## src/rtl/axis_elastic_buffer.sv

```systemverilog
// AXI-Stream style elastic FIFO with fully registered outputs.
// The head beat is kept in a register (m_data/m_last) and also remains in the circular store.
module axis_elastic_buffer #(
  parameter int WIDTH    = 8,
  parameter int DEPTH    = 4,
  parameter int AF_LEVEL = DEPTH - 1
) (
  input  logic                       clk,
  input  logic                       rstn,
  input  logic                       flush,
  input  logic                       s_valid,
  output logic                       s_ready,
  input  logic [WIDTH-1:0]           s_data,
  input  logic                       s_last,
  output logic                       m_valid,
  input  logic                       m_ready,
  output logic [WIDTH-1:0]           m_data,
  output logic                       m_last,
  output logic [$clog2(DEPTH+1)-1:0] count,
  output logic                       almost_full
);

  localparam int CW = $clog2(DEPTH + 1);
  localparam int PW = $clog2(DEPTH);
  localparam logic [CW-1:0] DEPTH_C  = CW'(DEPTH);
  localparam logic [CW-1:0] AF_C     = CW'(AF_LEVEL);
  localparam logic [CW-1:0] ONE_C    = CW'(1);
  localparam logic [PW-1:0] LAST_PTR = PW'(DEPTH - 1);

  logic [WIDTH:0]  mem [DEPTH];
  logic [PW-1:0]   wr_ptr;
  logic [PW-1:0]   rd_ptr;
  logic [PW-1:0]   wr_next;
  logic [PW-1:0]   rd_next;
  logic            push;
  logic            pop;
  logic [CW-1:0]   count_next;

  always_comb begin
    push       = s_valid && s_ready;
    pop        = m_valid && m_ready;
    wr_next    = (wr_ptr == LAST_PTR) ? '0 : wr_ptr + PW'(1);
    rd_next    = (rd_ptr == LAST_PTR) ? '0 : rd_ptr + PW'(1);
    count_next = count;
    if (flush)
      count_next = '0;
    else if (push && !pop)
      count_next = count + ONE_C;
    else if (pop && !push)
      count_next = count - ONE_C;
  end

  // Storage array carries no reset so it can map onto plain RAM.
  always_ff @(posedge clk) begin
    if (rstn && !flush && push)
      mem[wr_ptr] <= {s_last, s_data};
  end

  always_ff @(posedge clk) begin
    if (!rstn) begin
      count       <= '0;
      wr_ptr      <= '0;
      rd_ptr      <= '0;
      s_ready     <= 1'b0;
      m_valid     <= 1'b0;
      almost_full <= 1'b0;
      m_data      <= '0;
      m_last      <= 1'b0;
    end else begin
      count       <= count_next;
      s_ready     <= (count_next < DEPTH_C);
      m_valid     <= (count_next != '0);
      almost_full <= (count_next >= AF_C);
      if (flush) begin
        wr_ptr <= '0;
        rd_ptr <= '0;
      end else begin
        if (push)
          wr_ptr <= wr_next;
        if (pop)
          rd_ptr <= rd_next;
        // Head register reloads only when the head beat changes; a beat arriving
        // as the last stored one leaves bypasses the array.
        if (pop && count > ONE_C)
          {m_last, m_data} <= mem[rd_next];
        else if (push && (count == '0 || (pop && count == ONE_C)))
          {m_last, m_data} <= {s_last, s_data};
      end
    end
  end

endmodule

```

## config.mk

```make
export PLATFORM = sky130hd
export DESIGN_NAME = axis_elastic_buffer
export DESIGN_NICKNAME = d
export VERILOG_FILES = /design/src/rtl/axis_elastic_buffer.sv
export SDC_FILE = /design/constraint.sdc
export NUM_CORES = 1
export LEC_CHECK = 0
export ABC_AREA = 1
export CELL_PAD_IN_SITES_DETAIL_PLACEMENT = 1
export CELL_PAD_IN_SITES_GLOBAL_PLACEMENT = 1
export CORE_ASPECT_RATIO = 1.25
export CORE_MARGIN = 2
export CORE_UTILIZATION = 46
export DETAILED_ROUTE_END_ITERATION = 8
export GPL_TIMING_DRIVEN = 0
export PLACE_DENSITY_LB_ADDON = 0.1
export SYNTH_ARGS = -nofsm -noshare
export SYNTH_HDL_FRONTEND = slang
export SYNTH_SLANG_ARGS = --single-unit
```

## constraint.sdc

```tcl
create_clock -name clk -period 3.55 [get_ports clk]
set_clock_uncertainty 0.15 [all_clocks]
set_input_delay 0.71 -clock clk [delete_from_list [all_inputs] [get_ports clk]]
set_output_delay 0.71 -clock clk [all_outputs]
set_load 0.02 [all_outputs]
```

==> results.sh <==
export IMPL_status="completed"
export IMPL_first_iter_violations=124
export IMPL_max_slew_margin_pct=37.6
export IMPL_syn2layout_area_growth_pct=18.4
export IMPL_seqPwrFrac_pct=55.0
export IMPL_drv_slew=0
export IMPL_worstPathMaxFanout=9
export IMPL_worst_pin_slew_ns=0.932
export IMPL_routed_wl_mm=6.21
export IMPL_multiInputGateArea_um2=948
export IMPL_grt_ovfl_total=0
export IMPL_drc=0
export IMPL_fin_nets=342
export IMPL_clock_power_share_pct=32.4
export IMPL_grt_pass1_vias=2225
export IMPL_fin_crit_ns=2.77
export IMPL_core_area_mm2=0.00541
export IMPL_timing_hold_violations_final=0
export IMPL_hold_path_class="flip-flop to flip-flop"
export IMPL_layout_common_cells="nand2_1, nor2_1, edfxtp_1"
export IMPL_rows=30
export IMPL_cts_clk_slew_worst_paths_ns=0.10
export IMPL_synthSimpleGateAreaFrac_pct=29.1
export IMPL_cp_num_buf_inv=2
export IMPL_critPathLaunchType="input port"
export IMPL_grt_pass1_wl_mm=10.3
export IMPL_cts_resized=0
export IMPL_dr_pass1_iters=4
export IMPL_hold_depth=4
export IMPL_p_switching_uw=313
export IMPL_detailroute_via_count=1993
export IMPL_grt_max_degree=18
export IMPL_synth_xor_area_share_pct=0
export IMPL_power_density_mw_per_mm2=420
export IMPL_io_pins=29
export IMPL_clock_latency_ns=0.30
export IMPL_postSynthAreaPerCell_um2=9.07
export IMPL_ys_ff_latch=55
export IMPL_p_sw_share_pct=24.4
export IMPL_drtAntennaViolNets=0
export IMPL_yosys_warnings=0
export IMPL_clock_path_buffers=2
export IMPL_cp_required_ns=3.33
export IMPL_fin_ws_ns=0.776
export IMPL_port_buffers=28
export IMPL_hold_buffers=0
export IMPL_rsz0062_at_grt="no"
export IMPL_synthCells=284
export IMPL_dp_hpwl_mm=4.47
export IMPL_ys_seq_area_share_pct=56.7
export IMPL_fmax_mhz=360
export IMPL_post_place_ws_ns=0.444
export IMPL_path_class="input port to flip-flop"
export IMPL_synth_adder_area_share_pct=4.37
export IMPL_cts_root_buf="clkbuf_8"
export IMPL_die_w_um=70.9
export IMPL_gp_congestion=0.802
export IMPL_dieHeight_um=87.7
export IMPL_cp_slowest_cell="nor2_1"
export IMPL_finalSetupViolCount=0
export IMPL_antenna_cells=0
export IMPL_p_leak_uw=0.00129
export IMPL_synth_compound_area_share_pct=3.30
export IMPL_p_int_uw=969
export IMPL_synth_nets=307
export IMPL_cts_tree="built"
export IMPL_postCtsSetupRepairBufs=0
export IMPL_slowest_delay_ns=0.74
export IMPL_syn_cell_area_mm2=0.00258
export IMPL_cap_violations=0
export IMPL_antenna_found_initial=0
export IMPL_reg2regPathDepth=4
export IMPL_synth_top_family_by_area="simple AND/OR/NAND/NOR gates"
export IMPL_muxShareOfSynthArea_pct=0
export IMPL_critPathCaptureType="flip-flop"
export IMPL_vdd_drop_max_uv=312
export IMPL_p_total_uw=1280
export IMPL_cp_arrival_ns=2.56
export IMPL_cts_made_buffers=5
export IMPL_grt_total_usage_pct=22.1
export IMPL_fin_util_pct=56.4
export IMPL_hold_ws_ns=0.386
export IMPL_cpLargestDelayFamily="simple AND/OR/NAND/NOR gates"
export IMPL_layout_commonest_cell="nand2_1"
export IMPL_tns_ns=0
export IMPL_synth_cell_types=22
export IMPL_die_area_mm2=0.00622
export IMPL_regArea_mm2=0.00146
export IMPL_comb_power_share_pct=12.6
export IMPL_cts_sinks=55
export IMPL_fillers=632
export IMPL_initial_core_util_pct=47.7
export IMPL_layout_drive_gt1_share_pct=10.0
export IMPL_period_share_pct=78.1
export IMPL_via_per_inst=5.19
export IMPL_htreeDepth=2
export IMPL_routedWlPerCell_um=16.2
export IMPL_worst_path_stages=5
export IMPL_crit_chain="clkdlybuf4s50_1 -> inv_1 -> nor2_1 -> nand2_1 -> nor2_1"
export IMPL_path_common_cell="nor2_1"
[worst paths after layout]
kind,start,endpoint,slack (ns)
worst min register to register,m_data[1],m_data[1],0.39
worst max register to register,s_ready,mem[3][0],1.43
worst max-delay path,rstn,mem[3][0],0.78
worst min-delay path,m_data[1],m_data[1],0.39
[power groups by stage]
stage	Sequential (uW)	Combinational [uW]	Clock (uW)
4_1_cts	705	164	424
2_1_floorplan	732	81.9	0
3_5_place_dp	720	162	0
5_1_grt	707	181	441
3_3_place_gp	719	158	0
6_report	705	162	415
[tightest hold or removal path, stage by stage (launching register included)]
cell     delay [ns]
dfxtp_1        0.32
inv_1          0.06
nand2_2        0.04
nand2_1        0.04
nor2_1         0.04
[Yosys cell counts]
| library cell | n | area share (%) |
|---|---|---|
| edfxtp_1 | 36 | 42 |
| nand2_8 | 2 | 1.6 |
| a211oi_1 | 2 | 0.58 |
| nand2_4 | 1 | 0.44 |
| dfxtp_1 | 19 | 15 |
| nand4_1 | 1 | 0.24 |
| nand2_2 | 11 | 2.7 |
| nor2_2 | 1 | 0.24 |
| nand2_1 | 81 | 12 |
| ha_1 | 9 | 4.4 |
| clkbuf_1 | 1 | 0.15 |
| inv_2 | 2 | 0.29 |
| o21ai_0 | 3 | 0.58 |
| buf_4 | 4 | 1.2 |
| inv_1 | 30 | 4.4 |
| a21oi_1 | 11 | 2.1 |
| nand3_1 | 30 | 5.8 |
| inv_6 | 1 | 0.34 |
| nor2_4 | 1 | 0.44 |
| nand3_4 | 1 | 0.68 |
| nor2_1 | 36 | 5.2 |
| clkinv_1 | 1 | 0.15 |
[kinds of logic (layout without fill, tap and decap cells)]
group / after synthesis / in the layout
AOI/OAI and AO/OA: 16 / 16
adders and majority gates: 9 / 9
buffers and inverters: 39 / 75
DFF: 55 / 55
and+or+nand+nor: 165 / 165
[per-stage QoR]
stage	instance area, um2	std cells
floorplan	2580	284
global placement	2940	376
detailed placement	2940	376
CTS	3050	384
global route	3050	384
finish	3050	384
[flip-flops by register name (all words and copies together) (netlist names)]
register,count
wr_ptr,2
count,3
m_last,1
m_valid,1
rd_ptr,2
m_data,8
mem,36
almost_full,1
s_ready,1
[layer usage]
layer  track usage, %  wire (um)  up-vias
met1             24.0       2520      961
met4             12.0        228        0
met3             3.22        152       15
li1                 -          -      978
met5                0          0        -
met2             41.0       3320       39
[final cells by class]
cell class                 instances  area share [%]
clock buffer                       5            2.26
inverter                          34            4.35
tap                               64            2.63
clock inverter                     3            1.44
buffer                             5            1.11
timing repair buffer              28            9.19
sequential                        55            47.9
multi-input combinational        190            31.1
Power figures use the tool's default switching activity.
